--- config.mk ---
export PLATFORM = sky130hd
export DESIGN_NAME = store_buffer_drain
export DESIGN_NICKNAME = d
export VERILOG_FILES = /design/src/rtl/data_memory_pkg.sv /design/src/rtl/store_lane_aligner.sv /design/src/rtl/store_buffer_drain.sv
export SDC_FILE = /design/constraint.sdc
export NUM_CORES = 1
export LEC_CHECK = 0
export CAP_MARGIN = 15
export CORE_MARGIN = 1
export CORE_UTILIZATION = 45
export CTS_CLUSTER_DIAMETER = 50
export CTS_CLUSTER_SIZE = 10
export DETAILED_ROUTE_END_ITERATION = 8
export PLACE_DENSITY = 0.82
export SLEW_MARGIN = 10
export SYNTH_ARGS = -nofsm -noshare
export SYNTH_HDL_FRONTEND = slang
export SYNTH_SLANG_ARGS = --single-unit
--- constraint.sdc ---
create_clock -name clk_i -period 2.7 [get_ports clk_i]
set_input_delay 0.405 -clock clk_i [delete_from_list [all_inputs] [get_ports clk_i]]
set_output_delay 0.405 -clock clk_i [all_outputs]
set_load 0.01 [all_outputs]
--- src/rtl/data_memory_pkg.sv ---
// Shared types for the data-memory store path: store widths, the store
// buffer entry as seen on the pop/packet interface, and the drain FSM states.
package data_memory_pkg;

   // Access size of a committed store.
   typedef enum logic [1:0] {
      BYTE = 2'd0,
      HALF = 2'd1,
      WORD = 2'd2
   } store_width_t;

   // One committed store as delivered by the store buffer after a pop.
   typedef struct packed {
      logic [31:0]  address;
      logic [31:0]  data;
      store_width_t store_width;
   } store_buffer_entry_t;

   // Drain sequencer states.
   typedef enum logic [1:0] {
      IDLE  = 2'd0,
      POP   = 2'd1,
      LATCH = 2'd2,
      WRITE = 2'd3
   } drain_state_t;

   localparam int unsigned DATA_W = 32;
   localparam int unsigned BE_W   = DATA_W / 8;

   // Word address of the containing 32-bit location.
   function automatic logic [DATA_W-1:0] word_align(input logic [DATA_W-1:0] addr);
      return {addr[DATA_W-1:2], 2'b00};
   endfunction

endpackage

--- src/rtl/store_lane_aligner.sv ---
// Maps a store's width and low address bits onto the 32-bit data bus:
// active byte lanes, lane-replicated data and a misalignment flag.
module store_lane_aligner
   import data_memory_pkg::*;
(
   input  logic [1:0]        addr_lsb_i,
   input  store_width_t      width_i,
   input  logic [DATA_W-1:0] data_i,
   output logic [BE_W-1:0]   be_o,
   output logic [DATA_W-1:0] lane_data_o,
   output logic              misaligned_o
);

   // Lane selection and replication per access size.
   always_comb begin
      // NOTE: every output gets a default first so no path leaves it unassigned,
      // which would otherwise infer a latch.
      be_o         = '0;
      lane_data_o  = '0;
      misaligned_o = 1'b0;
      case (width_i)
         BYTE: begin
            be_o        = 4'b0001 << addr_lsb_i;
            lane_data_o = {4{data_i[7:0]}};
         end
         HALF: begin
            be_o         = addr_lsb_i[1] ? 4'b1100 : 4'b0011;
            lane_data_o  = {2{data_i[15:0]}};
            misaligned_o = addr_lsb_i[0];
         end
         WORD: begin
            be_o         = 4'b1111;
            lane_data_o  = data_i;
            misaligned_o = (addr_lsb_i != 2'b00);
         end
         // An undefined width code cannot be written safely; drop it like a
         // misaligned entry.
         default: misaligned_o = 1'b1;
      endcase
   end

endmodule

--- src/rtl/store_buffer_drain.sv ---
// Store buffer drain: pops committed stores one at a time and issues each
// as a single aligned 32-bit write, holding it until the memory acknowledges.
// Optional write timeout is enabled by defining ST_DRAIN_TIMEOUT_EN.
module store_buffer_drain
   import data_memory_pkg::*;
#(
   parameter int TIMEOUT_CYCLES = 255,
   parameter int CNT_WIDTH      = $clog2(TIMEOUT_CYCLES + 1)
) (
   input  logic                clk_i,
   input  logic                rst_n_i,
   input  logic                st_buf_empty_i,
   output logic                st_buf_pop_o,
   input  store_buffer_entry_t st_buf_packet_i,
   input  logic                drain_hold_i,
   output logic                mem_write_o,
   output logic [DATA_W-1:0]   mem_address_o,
   output logic [DATA_W-1:0]   mem_data_o,
   output logic [BE_W-1:0]     mem_byte_enable_o,
   input  logic                mem_ack_i,
   output logic                idle_o,
   output logic                misaligned_o,
   output logic                timeout_o
);

   // Elaboration-time sanity check on the timeout configuration.
   if (TIMEOUT_CYCLES < 1 || CNT_WIDTH < $clog2(TIMEOUT_CYCLES + 1)) begin : g_param_check
      $error("store_buffer_drain: TIMEOUT_CYCLES must be >= 1 and fit in CNT_WIDTH");
   end

   drain_state_t      state_q;
   logic              pop_q;
   logic              write_q;
   logic              idle_q;
   logic              misaligned_q;
   logic [DATA_W-1:0] address_q;
   logic [DATA_W-1:0] data_q;
   logic [BE_W-1:0]   byte_enable_q;

   logic              start_pop_d;
   logic [BE_W-1:0]   lane_be_d;
   logic [DATA_W-1:0] lane_data_d;
   logic              lane_misaligned_d;

   // A new pop may start only with an entry available and no hold request.
   assign start_pop_d = !st_buf_empty_i && !drain_hold_i;

   store_lane_aligner u_aligner (
      .addr_lsb_i   (st_buf_packet_i.address[1:0]),
      .width_i      (st_buf_packet_i.store_width),
      .data_i       (st_buf_packet_i.data),
      .be_o         (lane_be_d),
      .lane_data_o  (lane_data_d),
      .misaligned_o (lane_misaligned_d)
   );

`ifdef ST_DRAIN_TIMEOUT_EN
   logic [CNT_WIDTH-1:0] cnt_q;
   logic [CNT_WIDTH-1:0] cnt_d;
   logic                 timeout_q;

   // Number of ack-less WRITE cycles including the current one.
   assign cnt_d     = cnt_q + CNT_WIDTH'(1);
   assign timeout_o = timeout_q;
`else
   assign timeout_o = 1'b0;
`endif

   // Drain sequencer with all bus-facing outputs registered.
   always_ff @(posedge clk_i or negedge rst_n_i) begin
      if (!rst_n_i) begin
         // NOTE: the write payload registers are reset too, so the bus shows
         // zeros rather than stale data immediately after reset.
         state_q       <= IDLE;
         pop_q         <= 1'b0;
         write_q       <= 1'b0;
         idle_q        <= 1'b1;
         misaligned_q  <= 1'b0;
         address_q     <= '0;
         data_q        <= '0;
         byte_enable_q <= '0;
`ifdef ST_DRAIN_TIMEOUT_EN
         cnt_q         <= '0;
         timeout_q     <= 1'b0;
`endif
      end else begin
         // NOTE: non-blocking assignments throughout, so every branch sees the
         // state as it was at the clock edge. Pulses default low each cycle.
         pop_q        <= 1'b0;
         misaligned_q <= 1'b0;
`ifdef ST_DRAIN_TIMEOUT_EN
         timeout_q    <= 1'b0;
`endif
         case (state_q)
            IDLE: begin
               if (start_pop_d) begin
                  state_q <= POP;
                  pop_q   <= 1'b1;
                  idle_q  <= 1'b0;
               end
            end
            POP: begin
               // The buffer presents the popped entry during the next cycle.
               state_q <= LATCH;
            end
            LATCH: begin
               if (lane_misaligned_d) begin
                  misaligned_q <= 1'b1;
                  state_q      <= IDLE;
                  idle_q       <= 1'b1;
               end else begin
                  address_q     <= word_align(st_buf_packet_i.address);
                  data_q        <= lane_data_d;
                  byte_enable_q <= lane_be_d;
                  write_q       <= 1'b1;
                  state_q       <= WRITE;
`ifdef ST_DRAIN_TIMEOUT_EN
                  cnt_q         <= '0;
`endif
               end
            end
            WRITE: begin
               if (mem_ack_i) begin
                  write_q <= 1'b0;
                  // Back-to-back pop keeps pops three cycles apart, so the
                  // buffer's registered empty flag has settled by now.
                  if (start_pop_d) begin
                     state_q <= POP;
                     pop_q   <= 1'b1;
                  end else begin
                     state_q <= IDLE;
                     idle_q  <= 1'b1;
                  end
               end
`ifdef ST_DRAIN_TIMEOUT_EN
               else if (cnt_d == CNT_WIDTH'(TIMEOUT_CYCLES)) begin
                  // Limit reached without ack: abandon the entry.
                  write_q   <= 1'b0;
                  timeout_q <= 1'b1;
                  state_q   <= IDLE;
                  idle_q    <= 1'b1;
               end else begin
                  cnt_q <= cnt_d;
               end
`endif
            end
            default: begin
               state_q <= IDLE;
               write_q <= 1'b0;
               idle_q  <= 1'b1;
            end
         endcase
      end
   end

   assign st_buf_pop_o      = pop_q;
   assign mem_write_o       = write_q;
   assign mem_address_o     = address_q;
   assign mem_data_o        = data_q;
   assign mem_byte_enable_o = byte_enable_q;
   assign idle_o            = idle_q;
   assign misaligned_o      = misaligned_q;

endmodule

== Yosys cells after proc, flatten, opt, wreduce, memory -nomap -nowiden ==
Index checks and enable logic that the tools add are counted.

* Shift operators: 1
* Bitwise operators: 1
* Mux-type cells: 22
* Reductions and logical operators: 12
* Eq/ne operators: 10

{| class="wikitable"
|+ Operators with widths
! operator !! count
|-
| case mux 32 bit (3 select lines) || 1
|-
| case mux 4 bit (3 select lines) || 1
|-
| 2-to-1 mux 1 bit || 11
|-
| != test 2 bit (second input constant) || 5
|-
| case mux 2 bit (4 select lines) || 1
|-
| == test 2 bit (second input constant) || 3
|-
| 2-to-1 mux 2 bit || 3
|-
| case mux 1 bit (3 select lines) || 2
|-
| AND reduction 5 bit || 1
|-
| == test 2 x 1 -> 1 bit (second input constant) || 2
|-
| logical NOT 2 bit || 2
|-
| 2-to-1 mux 4 bit || 1
|-
| case mux 1 bit (2 select lines) || 2
|-
| AND reduction 2 bit || 2
|-
| nonzero test 2 bit || 2
|-
| left shift 1 x 2 -> 4 bit (first input constant) || 1
|-
| AND reduction 3 bit || 1
|-
| nonzero test 3 bit || 1
|-
| logical NOT 1 bit || 2
|-
| logical AND 1 bit || 1
|-
| inverter 1 bit || 1
|}

* Logic and storage cells: 54
* Flip-flop bits (word level): 72
* Input port bits: 71
* Output and inout port bits: 73

== Logic depth before layout (Yosys ltp) ==
Gate-level depths: netlist (run 1).

* Depth after elaboration: 5
* Depth in mapped cells: 7
* Depth with buffers taken out: 5

== Hierarchy ==
From an unflattened synthesis (run 1), not the netlist that was laid out.

* Cells, all modules: 266
* Area, all modules: 3,509.6 µm²

{| class="wikitable"
|+ By module, submodules not included
! module !! area each (µm²) !! seq. area each (µm²) !! times used !! cells each
|-
| store_buffer_drain || 3,010.4 || 1,803.0 || 1 || 179
|-
| store_lane_aligner || 499.2 || 0.0 || 1 || 87
|}

== Least setup slack after synthesis (run 1) ==
No wires, ideal clock.

* Path kind: reg2reg
* From: register state_q[0]
* To: register address_q[10], in the netlist mem_address_o[10]
* Stages on the path, launching flop included: 8
* Clock period less this slack: 1,744 ps
* Data required time: 2,575 ps
* Setup time: 125 ps
* Buffers on the path: 2
* Arrival: 1,619 ps
* Path slack: 956 ps
* Path through: dfrtp_1 inv_1 ha_1 a21bo_2 o21bai_2 buf_12 buf_12 mux2_4

* Longest elaborated chain between the ends: 2

{| class="wikitable"
|+ Ends and longest elaborated chain
! element !! line !! text
|-
| start: declaration || store_buffer_drain.sv:31 || <nowiki>drain_state_t state_q;</nowiki>
|-
| start signal: assignment || store_buffer_drain.sv:74 || <nowiki>state_q <= IDLE;</nowiki>
|-
| start signal: assignment || store_buffer_drain.sv:97 || <nowiki>state_q <= POP;</nowiki>
|-
| start signal: assignment || store_buffer_drain.sv:104 || <nowiki>state_q <= LATCH;</nowiki>
|-
| == test 2 bit || store_buffer_drain.sv:94 || <nowiki>case (state_q)</nowiki>
|-
| AND reduction 2 bit (no source line) || -- ||
|-
| end signal: assignment || store_buffer_drain.sv:112 || <nowiki>address_q <= word_align(st_buf_packet_i.address);</nowiki>
|-
| end: declaration || store_buffer_drain.sv:36 || <nowiki>logic [DATA_W-1:0] address_q;</nowiki>
|}

No other way between the ends.
A chain may end at the register's enable or synchronous reset.

== Worst setup path in the final report (run 1) ==
* From: register state_q[0]
* To: register address_q[2], in the netlist mem_address_o[2]

Same word-level chain as after synthesis.

==> results of run 1 <==
==> how the worst max path moves through the flow <==
stage | startpoint | endpoint | slack (ns) | depth (start not counted)
global route | state_q[0] | mem_address_o[2] | 0.26 | 6
detailed placement | st_buf_packet_i[0] | mem_address_o[2] | 0.31 | 5
floorplan | state_q[0] | mem_address_o[10] | 0.96 | 7
CTS | state_q[0] | mem_address_o[2] | 0.39 | 6
finish | state_q[0] | mem_address_o[2] | 0.39 | 6
global placement | st_buf_packet_i[34] | mem_address_o[8] | 0.37 | 5
==> cells in the final DEF, fill, tap and decap left out, types with 2 or more instances in the layout <==
master           instances
clkbuf_8                 9
mux2_2                  12
mux2i_1                 17
nor2b_1                 10
nor3_1                   2
inv_1                   11
buf_4                    7
mux2_4                  41
dfrtp_1                 71
o2bb2ai_1               15
nand2_1                  8
clkinvlp_4               2
conb_1                   3
clkdlybuf4s50_1        139
a31oi_1                  2
o21ai_0                  8
buf_12                   3
nor3b_1                  2
clkinv_2                 3
a21oi_1                 13
nor2_1                   2
xor2_1                   2
ha_1                     3
==> flip-flops by register name (all words and copies together), names as in the netlist <==
name and count:
idle_o 1, mem_address_o 30, mem_byte_enable_o 4, mem_data_o 32, mem_write_o 1, misaligned_o 1
st_buf_pop_o 1, state_q 2
==> worst register-to-register path, cell delays in order, from the launching register on <==
cell and delay (ns):
dfrtp_1 0.42, inv_1 0.10, ha_1 0.39, a21bo_2 0.32, o21bai_4 0.35, buf_4 0.30
mux2_4 0.33
==> power by group <==
group	internal [µW]	switching (µW)
combinational	1770	995
clock	422	391
sequential	1610	302
==> final cells by class <==
cell class,count,area (µm²)
clock buffer,10,128
timing repair buffer,149,1500
fill,574,2260
inverter,11,41.3
multi-input combinational,157,1520
tap,99,124
clock inverter,6,60.1
sequential,72,1800
==> metal layers <==
layer	wire length (µm)	global-route usage, %
met5	0	0
met4	131	6.85
met3	528	4.55
met2	3900	33.0
met1	3670	27.3
==> kinds of logic after synthesis <==
family                     after synthesis  share of synthesized area (%)
muxes                                   70                           26.0
and+or+nand+nor                         33                           5.80
adders and majority gates                3                           1.06
buffers and inverters                   30                           6.57
DFF                                     72                           50.9
AOI/OAI and AO/OA                       46                           9.05
other                                    1                          0.106
xor gates and xnor gates                 2                          0.495
==> stage by stage <==
step / utilization, % / cells / hold WS (ns)
2_1_floorplan: - / 259 / 0.109
3_3_place_gp: 67.1 / 488 / 0.489
3_5_place_dp: 67.1 / 488 / 0.493
4_1_cts: 69.6 / 504 / 0.226
5_1_grt: 69.6 / 504 / 0.251
6_report: 69.6 / 504 / 0.185
==> impl_metrics.yaml, run 1 <==
run_status:
  status: "finished clean"
sta:
  finalSetupViolCount: 0
  fin_crit_ns: 2.31
  slew_viol_final: 0
  fmax_ghz: 0.432
  timing.final.ws_setup_ns: 0.386
  final.setup_skew_ns: 0.00875
  slew_headroom_pct: 39.2
  final_hold_viol_count: 0
  period_share_pct: 85.7
  finalSetupTns_ns: 0
  rsz0062_at_grt: "false"
  worst_pin_slew_ns: 0.912
cells_and_area:
  fin_area_mm2: 0.00518
  layout-drive-gt1-share_pct: 20.5
  diodes: 0
  area_growth_syn_to_layout_pct: 46.4
  layout.nets: 474
setup_path:
  crit_path_end_kind: "flop"
  path_buf_inv: 2
  crit_chain: "inv_1, ha_1, a21bo_2, o21bai_4, buf_4, mux2_4"
  worstSetupPathType: "reg -> reg"
  reg2reg_slack_ns: 0.39
  rr_startpoint: "state_q[0]"
  max_stage_delay_ns: 0.42
  start_kind: "flop"
  cp_top_family: "compound AO/OA/AOI/OAI gates"
  cp_slowest_cell: "dfrtp_1"
  critPathArrivalTime_ns: 2.52
  critPathRequiredTime_ns: 2.91
  r2r-end: "mem_address_o[2]"
  reg2reg_depth: 6
  crit_path_max_fanout: 12
die:
  start_util_pct: 47.5
  fp.dieArea_mm2: 0.00823
  rows: 31
  die_y_um: 90.7
  core_area_mm2: 0.00745
  io_pins: 144
  fp.dieW_um: 90.7
global_routing:
  grt_usage_pct: 20.5
  overflow: 0
  antenna_found_initial: 0
  grt_max_degree: 73
  grt_pass1_vias: 2620
  grt_pass1_wl_um: 13400
yosys:
  synth_area_mm2: 0.00354
  seq_area_frac_synth_pct: 50.9
  synth_top_cells_by_count: "dfrtp_1, mux2_4, mux2i_1, o2bb2ai_1, a21oi_1"
  synth_top_area_cell: "dfrtp_1"
  yosys-top-cells-area: "dfrtp_1, mux2_4, mux2i_1, mux2_2, o2bb2ai_1"
  yosys_warnings: 0
  netlist.area_leader.share_pct: 50.2
  synth-seq-cells: 72
  synth_edf_count: 0
  ys.flop_type: "dfrtp_1"
  synth_area_per_cell_um2: 13.8
  synth_most_common_cell: "dfrtp_1"
  synthCells: 257
  ys_types: 40
  async_flop_share_pct: 100
cts:
  clkSinkCount: 72
  cts_tree: "built"
  post_cts_buffers: 0
  clk_pin_slew_ns: 0.08
  ctsHoldBuffers: 0
  clock_latency_ns: 0.33
  cts_buffers: 9
  cts_root_buf: "clkbuf_8"
  cts_resized: 0
  clk_path_buf_depth: 2
  h-tree-depth: 3
route:
  ant_nets: 0
  totalWireLength_um: 8230
  via_count: 2511
  drt_iter0_drc: 41
  vias_per_cell: 4.98
  drt_first_pass_iters: 4
  post-route-drc-count: 0
  wl_per_cell_um: 16.3
place:
  gp_congestion: 0.800
  dp_hpwl_um: 6070
  post_dp_cell_area_mm2: 0.00499
  portBuffers: 140
  post-place-ws_ns: 0.313
pwr:
  power_per_cell_area_mw_per_mm2: 1060
  vdd_ir_drop_max_uv: 557
  total_power_uw: 5490
  power_leakage_uw: 0.00220
worst_hold_path:
  min-delay-path-class: "in -> async"
flow_run:
  cap_violations: 0
No activity file was read; power rests on OpenSTA's default activity.
==> run 2: changes to the inputs <==
Settings changed: CAP_MARGIN 15 to 20, CORE_UTILIZATION 45 to 43, PLACE_DENSITY 0.82 to 0.79.
Clock period 2.7 ns to 2.57 ns, I/O delays scaled along.
==> run 2 against run 1 <==
- maximum frequency increased by 7.4%
- clock power increased by 15%
- final cell count increased by 0.40%
- power increased by 6.4%
- clock-buffer cell count decreased by 1
- sequential share of layout area about the same
- global-route usage decreased by 0.62 points
- sequential cell count unchanged
- worst setup slack improved by 0.028 ns
- clock skew increased by 0.0060 ns
- largest power group unchanged
- highest routed layer unchanged
==> impl_metrics.yaml, run 2 (synthesis results as in run 1) <==
run_status:
  status: "finished clean"
route:
  post-route-drc-count: 0
  ant_nets: 0
  vias_per_cell: 4.95
  drt_first_pass_iters: 4
  via_count: 2506
  wl_per_cell_um: 16.5
  drt_iter0_drc: 58
  totalWireLength_um: 8360
setup_path:
  critPathArrivalTime_ns: 2.37
  rr_startpoint: "state_q[0]"
  worstSetupPathType: "reg -> reg"
  reg2reg_slack_ns: 0.41
  cp_slowest_cell: "dfrtp_1"
  max_stage_delay_ns: 0.42
  crit_chain: "inv_1, ha_1, nor4b_4, o21bai_4, buf_12, mux2_2"
  critPathRequiredTime_ns: 2.78
  crit_path_max_fanout: 26
  reg2reg_depth: 6
  start_kind: "flop"
  r2r-end: "mem_data_o[31]"
  crit_path_end_kind: "flop"
cts:
  cts_tree: "built"
  clk_pin_slew_ns: 0.09
  clkSinkCount: 72
  h-tree-depth: 3
  cts_root_buf: "clkbuf_8"
  cts_resized: 0
  post_cts_buffers: 0
  cts_buffers: 9
  clk_path_buf_depth: 2
  ctsHoldBuffers: 0
  clock_latency_ns: 0.34
sta:
  worst_pin_slew_ns: 1.07
  slew_viol_final: 0
  final_hold_viol_count: 0
  final.setup_skew_ns: 0.0148
  finalSetupTns_ns: 0
  fmax_ghz: 0.464
  period_share_pct: 83.9
  rsz0062_at_grt: "false"
  finalSetupViolCount: 0
  fin_crit_ns: 2.16
  slew_headroom_pct: 28.5
die:
  start_util_pct: 45.1
  core_area_mm2: 0.00785
  rows: 32
  die_y_um: 92.7
  fp.dieArea_mm2: 0.00860
  io_pins: 144
  fp.dieW_um: 92.7
flow_run:
  cap_violations: 0
place:
  portBuffers: 140
  post_dp_cell_area_mm2: 0.00498
  gp_congestion: 0.791
  dp_hpwl_um: 5880
pwr:
  power_per_cell_area_mw_per_mm2: 1130
  total_power_uw: 5840
  vdd_ir_drop_max_uv: 520
  power_leakage_uw: 0.00220
global_routing:
  overflow: 0
  grt_usage_pct: 19.9
  grt_max_degree: 73
  antenna_found_initial: 0
  grt_pass1_wl_um: 13100
  grt_pass1_vias: 2532
cells_and_area:
  layout.nets: 473
  diodes: 0
  layout-drive-gt1-share_pct: 20.5
  largest_register_ffs: 32
  mostFrequentLayoutCells: "clkdlybuf4s50_1, dfrtp_1, mux2_4, mux2i_1, o2bb2ai_1"
  fin_area_mm2: 0.00519
  final_common_cell: "clkdlybuf4s50_1"
  n_fill_cell: 633
  area_growth_syn_to_layout_pct: 46.5
worst_hold_path:
  min-delay-path-class: "in -> async"
==> run 2: area by class of cell <==
cell class / instances / area, µm² / area share (%)
clock buffers: 9 / 124 / 2.39
flip-flops and latches: 72 / 1800 / 34.8
clock inverters: 7 / 85.1 / 1.64
well taps: 102 / 128 / 2.46
inverters: 11 / 41.3 / 0.796
multi-input cells: 157 / 1520 / 29.4
repair buffers: 148 / 1480 / 28.6
==> run 2: how the worst max path moves through the flow <==
| stage | slack, ns | end | cells after the start | start |
|---|---|---|---|---|
| floorplan | 0.83 | mem_address_o[10] | 7 | state_q[0] |
| global placement | 0.36 | mem_data_o[9] | 5 | st_buf_packet_i[0] |
| detailed placement | 0.31 | mem_data_o[10] | 5 | st_buf_packet_i[0] |
| CTS | 0.42 | mem_data_o[31] | 6 | state_q[0] |
| global route | 0.24 | mem_data_o[23] | 7 | state_q[0] |
| finish | 0.41 | mem_data_o[31] | 6 | state_q[0] |
==> run 2: report_power, final <==
group / leakage (µW) / internal [µW] / switching, µW
Combinational: 0.00124 / 1840 / 1050
Sequential: 0.000863 / 1690 / 316
Clock: 0.000100 / 469 / 470
==> run 2: per-stage QoR <==
stage	util, %	setup slack, ns	hold slack (ns)	instances
2_1_floorplan	-	0.826	0.0899	259
3_3_place_gp	63.4	0.358	0.490	490
3_5_place_dp	63.4	0.310	0.491	490
4_1_cts	66.1	0.423	0.196	506
5_1_grt	66.1	0.241	0.237	506
6_report	66.1	0.414	0.170	506
==> run 2: per-layer routing <==
| layer | vias up | share of wire, % | global-route usage [%] |
|---|---|---|---|
| met5 | - | 0 | 0 |
| met4 | 0 | 0.74 | 6.28 |
| met3 | 6 | 5.6 | 4.35 |
| met2 | 83 | 48 | 32.2 |
| met1 | 1221 | 46 | 26.5 |
| li1 | 1196 | - | - |
==> run 2: worst max-delay path: cells and delay by family (launching register included) <==
| kind | cells | cell delay, ns |
|---|---|---|
| and+or+nand+nor | 1 | 0.32 |
| AOI/OAI and AO/OA | 1 | 0.21 |
| adders and majority gates | 1 | 0.38 |
| buffers and inverters | 2 | 0.34 |
| DFF | 1 | 0.42 |
| muxes | 1 | 0.35 |
==> RTL change 1 (config.mk and constraints of run 2) <==
Build with the macro `ST_DRAIN_TIMEOUT_EN` defined.
--- a/src/rtl/store_buffer_drain.sv
+++ b/src/rtl/store_buffer_drain.sv
@@ -1,6 +1,8 @@
 // Store buffer drain: pops committed stores one at a time and issues each
 // as a single aligned 32-bit write, holding it until the memory acknowledges.
 // Optional write timeout is enabled by defining ST_DRAIN_TIMEOUT_EN.
+`define ST_DRAIN_TIMEOUT_EN
+
 module store_buffer_drain
    import data_memory_pkg::*;
 #(
Behaviour: same outputs for any inputs over 10 cycles, from zero or initial values and one cycle with rst_n_i low; that may be too few to reach the edited logic, so the function may still have changed.
==> RTL change 1 against run 2 <==
Cell count is 18% higher. Die area increased by 6.0%. Critical path depth grew 1. First-iteration DRC count is 88% higher. Wire length is 8.6% higher. Synthesized area rose by 6.1%. Sequential cell count rose by 9. Total power down 0.77%. Final area rose by 6.1%. Setup slack got worse by 0.24 ns. Via count grew 24%. Largest cell class unchanged. Highest routed layer unchanged.
==> RTL change 1: results (changes against run 2) <==
clock_latency_ns: 0.34  # about the same
wl_per_cell_um: 15.2  # was 16.5 um
crit_family: "simple AND/OR/NAND/NOR gates"  # was flip-flops
hpwl_mm: 6.70  # was 5.88 mm
use_met3: 0.0486  # was 0.0435
timing.rr.start: "cnt_q[0]"  # was state_q[0]
synth_ff_type: "dfrtp_1"  # unchanged
grt_use_met2: 0.349  # was 0.322
nNetsFinal: 568  # was 473
min_path_type: "in2async"  # unchanged
p_leak_nw: 2.36  # was 2.20 nW
grt_pass1_wl_mm: 14.5  # was 13.1 mm
synthTopCellsByArea: "dfrtp_1 (53%), mux2_2 (11%), o21ai_0 (4.8%)"  # was dfrtp_1 (50%), mux2_4 (17%), mux2i_1 (4.8%)
dp.cells: 584  # was 490
drtPass1Iterations: 4  # unchanged
synth-seq-area-share: 0.540  # was 0.509
peakVddDrop_mv: 0.674  # was 0.520 mV
diodes: 0  # unchanged
synth.distinct_cells: 47  # was 40
tightest_slew_ns: 0.571  # was 1.07 ns
outcome: "complete, no violations"  # unchanged
synth_cells: 350  # was 257
crit_fanout: 7  # was 26
cts.repair.resized: 0  # unchanged
grt_max_degree: 80  # was 73
r2r-end: "cnt_q[2]"  # was mem_data_o[31]
max_stage_delay_ns: 0.45  # was 0.42 ns
routabilityCongestion: 0.840  # was 0.791
wl_mm: 9.08  # was 8.36 mm
grt_pass1_vias: 3043  # was 2532
yosys-top-cells-count: "dfrtp_1 (80), nand2_1 (43), mux2_2 (38)"  # was dfrtp_1 (71), mux2_4 (41), mux2i_1 (17)
reg2reg_depth: 7  # was 6
port_buffers: 141  # was 140
arrival_ns: 2.63  # was 2.37 ns
route.vias.total: 3105  # was 2506
grt_util_met1: 0.258  # was 0.265
finalClockSkew_ns: 0.00679  # was 0.0148 ns
cts_buffer_depth: 2  # unchanged
rrSetupSlack_ns: 0.17  # was 0.41 ns
cpMaxStageDelayCell: "a2111o_1"  # was dfrtp_1
grt_use_total: 0.208  # was 0.199
drive_gt1_frac: 0.144  # was 0.205
initialDrtViolationCount: 109  # was 58
[RTL change 1: worst reg2reg max path, stage by stage (launching register included)]
cell	delay (ns)
dfrtp_1	0.42
ha_1	0.27
nand3_2	0.13
or3_4	0.36
a2111o_1	0.45
nand2b_1	0.25
nor3_1	0.10
a211o_2	0.31
[RTL change 1: kinds of logic after synthesis]
group / synth area share
AND/OR/NAND/NOR: 0.115
AO/OA/AOI/OAI: 0.137
flip-flops: 0.540
multiplexers: 0.143
buffers and inverters: 0.0346
adder cells (fa/ha/maj): 0.0233
XOR/XNOR: 0.00699
other: 0.000998
[RTL change 1: per-stage QoR]
stage	setup slack (ns)	hold WS, ns	cell area (um^2)
2_1_floorplan	0.356	0.0899	3760
3_3_place_gp	0.279	0.427	5290
3_5_place_dp	0.196	0.419	5290
4_1_cts	0.177	0.0413	5500
5_1_grt	0.0578	0.0725	5500
6_report	0.175	0.0398	5500
[RTL change 1: per-layer routing]
layer,vias to the layer above,part of all wire
li1,1500,-
met1,1497,0.43
met2,92,0.49
met3,16,0.060
met4,0,0.021
met5,-,0
[RTL change 1: power breakdown]
part,switching [W],total [W],internal (W),leakage (nW)
Combinational,0.00111,0.00265,0.00154,1.26
Clock,0.000440,0.000983,0.000542,0.102
Sequential,0.000316,0.00216,0.00184,0.998
[RTL change 1: final cells by class]
| class | count | area [um^2] |
|---|---|---|
| fill | 677 | 2840 |
| sequential | 81 | 2030 |
| multi-input combinational | 241 | 1610 |
| timing repair buffer | 151 | 1500 |
| tap | 105 | 131 |
| clock buffer | 10 | 128 |
| clock inverter | 5 | 81.3 |
| inverter | 6 | 22.5 |
[RTL change 1: worst max-delay path by stage]
stage                                  start         end  slack (ns)  cells past startpoint
after floorplan                     cnt_q[0]  state_q[1]        0.36                      8
after global placement    st_buf_packet_i[0]    cnt_q[3]        0.28                      6
after detailed placement            cnt_q[0]    cnt_q[2]        0.20                      7
after CTS                           cnt_q[0]    cnt_q[2]        0.18                      7
after global routing                cnt_q[0]    cnt_q[2]        0.06                      7
final                               cnt_q[0]    cnt_q[2]        0.17                      7
==> RTL change 2 (flow settings as in run 2) <==
Without the edit above. Encoding of `drain_state_t`: now one-hot (4 bits for 4 states).
--- a/src/rtl/data_memory_pkg.sv
+++ b/src/rtl/data_memory_pkg.sv
@@ -17,11 +17,11 @@
    } store_buffer_entry_t;
 
    // Drain sequencer states.
-   typedef enum logic [1:0] {
-      IDLE  = 2'd0,
-      POP   = 2'd1,
-      LATCH = 2'd2,
-      WRITE = 2'd3
+   typedef enum logic [3:0] {
+      IDLE  = 4'b0001,
+      POP   = 4'b0010,
+      LATCH = 4'b0100,
+      WRITE = 4'b1000
    } drain_state_t;
 
    localparam int unsigned DATA_W = 32;
Behaviour: same outputs for any inputs over 10 cycles, from zero or initial values and one cycle with rst_n_i low; not proved beyond that.
==> RTL change 2 against run 2 <==
Sequential share of layout area grew 2.4 points. Sequential cell count grew 2. Cell count grew 3.6%. Hold slack lost 0.012 ns. Setup slack gained 0.14 ns. Final area shrank 3.8%. Wire length shrank 2.6%. Synthesized area shrank 9.2%. Critical path depth shrank 1.
Power is not compared: it rests on default switching activity, and its combinational part moved more than twofold at a synthesized area within 25%.
==> RTL change 2: results (changes against run 2) <==
outcome: "complete, no violations"  # unchanged
synth-seq-area-share: 0.577  # was 0.509
grt_use_total: 0.214  # was 0.199
synth.distinct_cells: 32  # was 40
r2r-end: "mem_data_o[14]"  # was mem_data_o[31]
diodes: 0  # unchanged
cts.repair.resized: 0  # unchanged
initialDrtViolationCount: 102  # was 58
crit_fanout: 25  # was 26
cts_buffer_depth: 2  # unchanged
ant_nets: 0  # unchanged
async_flop_share: 1.00  # unchanged
synth_compound_area_frac: 0.120  # was 0.0905
syn2layout_area_growth_pct: 55.1  # was 46.5%
hpwl_mm: 5.92  # was 5.88 mm
arrival_ns: 2.24  # was 2.37 ns
synthXorXnorAreaFrac: 0.00545  # was 0.00495
routabilityCongestion: 0.853  # was 0.791
min_path_type: "in2async"  # unchanged
cts.htree.levels: 3  # unchanged
nNetsFinal: 491  # was 473
p_leak_nw: 2.26
synth.most_common_cell: "dfrtp_1"  # unchanged
largest_register_ffs: 32  # unchanged
antenna_found_initial: 0  # unchanged
synthMuxAreaShare: 0.158  # was 0.260
grt_pass1_wl_mm: 12.4  # was 13.1 mm
root_buffer: "clkbuf_8"  # unchanged
timing.rr.start: "state_q[1]"  # was state_q[0]
reg2reg_depth: 5  # was 6
grt_max_degree: 75  # was 73
dp_slack_ns: 0.237  # was 0.310 ns
port_buffers: 140  # unchanged
clock_latency_ns: 0.35
drive_gt1_frac: 0.0659  # was 0.205
viasPerCell: 5.08  # was 4.95
finalClockSkew_ns: 0.0137  # was 0.0148 ns
grt_pass1_vias: 2624  # was 2532
yosys_warnings: 0  # unchanged
rrSetupSlack_ns: 0.55  # was 0.41 ns
slew_headroom: 0.397  # was 0.285
drtPass1Iterations: 4  # unchanged
drc_errors: 0  # unchanged
wl_mm: 8.14  # was 8.36 mm
synth_fa_ha_area_frac: 0  # was 0.0106
yosys-top-cells-count: "dfrtp_1 (72), mux2_1 (38), a21oi_1 (28)"  # was dfrtp_1 (71), mux2_4 (41), mux2i_1 (17)
peakVddDrop_mv: 0.533
synthTopCellsByArea: "dfrtp_1 (56%), mux2_1 (13%), a21oi_1 (4.4%)"  # was dfrtp_1 (50%), mux2_4 (17%), mux2i_1 (4.8%)
clk_pin_slew_ns: 0.08
==> RTL change 2: layout make-up <==
class,instances,area [um^2]
timing repair buffer,147,1480
clock buffer,12,155
fill,562,2260
multi-input combinational,179,1250
inverter,9,33.8
clock inverter,4,97.6
tap,99,124
sequential,74,1850
==> RTL change 2: power breakdown <==
part / internal (W) / switching [W] / total [W]
clock network: 0.000699 / 0.000428 / 0.00113
logic: 0.000316 / 0.000208 / 0.000524
registers: 0.00126 / 0.0000549 / 0.00132
total: 0.00228 / 0.000691 / 0.00297
==> RTL change 2: through the flow <==
stage               hold WS [ns]  utilization  cells  area, um^2  total power (W)
CTS                        0.201        0.688    524        4990          0.00299
detailed placement         0.470        0.653    508        4740          0.00187
finish                     0.158        0.688    524        4990          0.00297
floorplan                 0.0899            -    282        3220          0.00151
global route               0.242        0.688    524        4990          0.00309
global placement           0.461        0.653    508        4740          0.00185
==> RTL change 2: layer usage <==
layer / wire (um) / part of all wire / global-route usage / up-vias
li1: - / - / - / 1255
met1: 3370 / 0.41 / 0.256 / 1269
met2: 3810 / 0.47 / 0.348 / 127
met3: 819 / 0.10 / 0.0914 / 12
met4: 131 / 0.016 / 0.0748 / 0
met5: 0 / 0 / 0 / -
==> RTL change 2: worst max-delay path by stage <==
stage                        start              endpoint  slack [ns]  cells past startpoint
2_1_floorplan           state_q[1]  mem_byte_enable_o[0]        0.89                      4
3_3_place_gp   st_buf_packet_i[35]     mem_address_o[31]        0.28                      5
3_5_place_dp   st_buf_packet_i[35]         mem_data_o[4]        0.24                      5
4_1_cts                 state_q[1]        mem_data_o[14]        0.56                      5
5_1_grt                 state_q[1]        mem_data_o[13]        0.47                      5
6_report                state_q[1]        mem_data_o[14]        0.55                      5
==> RTL change 2: cell families (layout without fill, tap and decap cells) <==
family	count (synthesis)	after routing
buf+inv	29	172
xor+xnor	2	2
compound gates	67	67
mux	46	46
flops	74	74
simple gates	61	61
other cells	1	3
==> RTL change 2: worst max-delay path, cell delays in order, from the launching register on <==
cell,delay [ns]
dfrtp_1,0.48
nor4b_4,0.52
nand3_4,0.27
buf_4,0.31
a211oi_1,0.22
a21oi_1,0.08
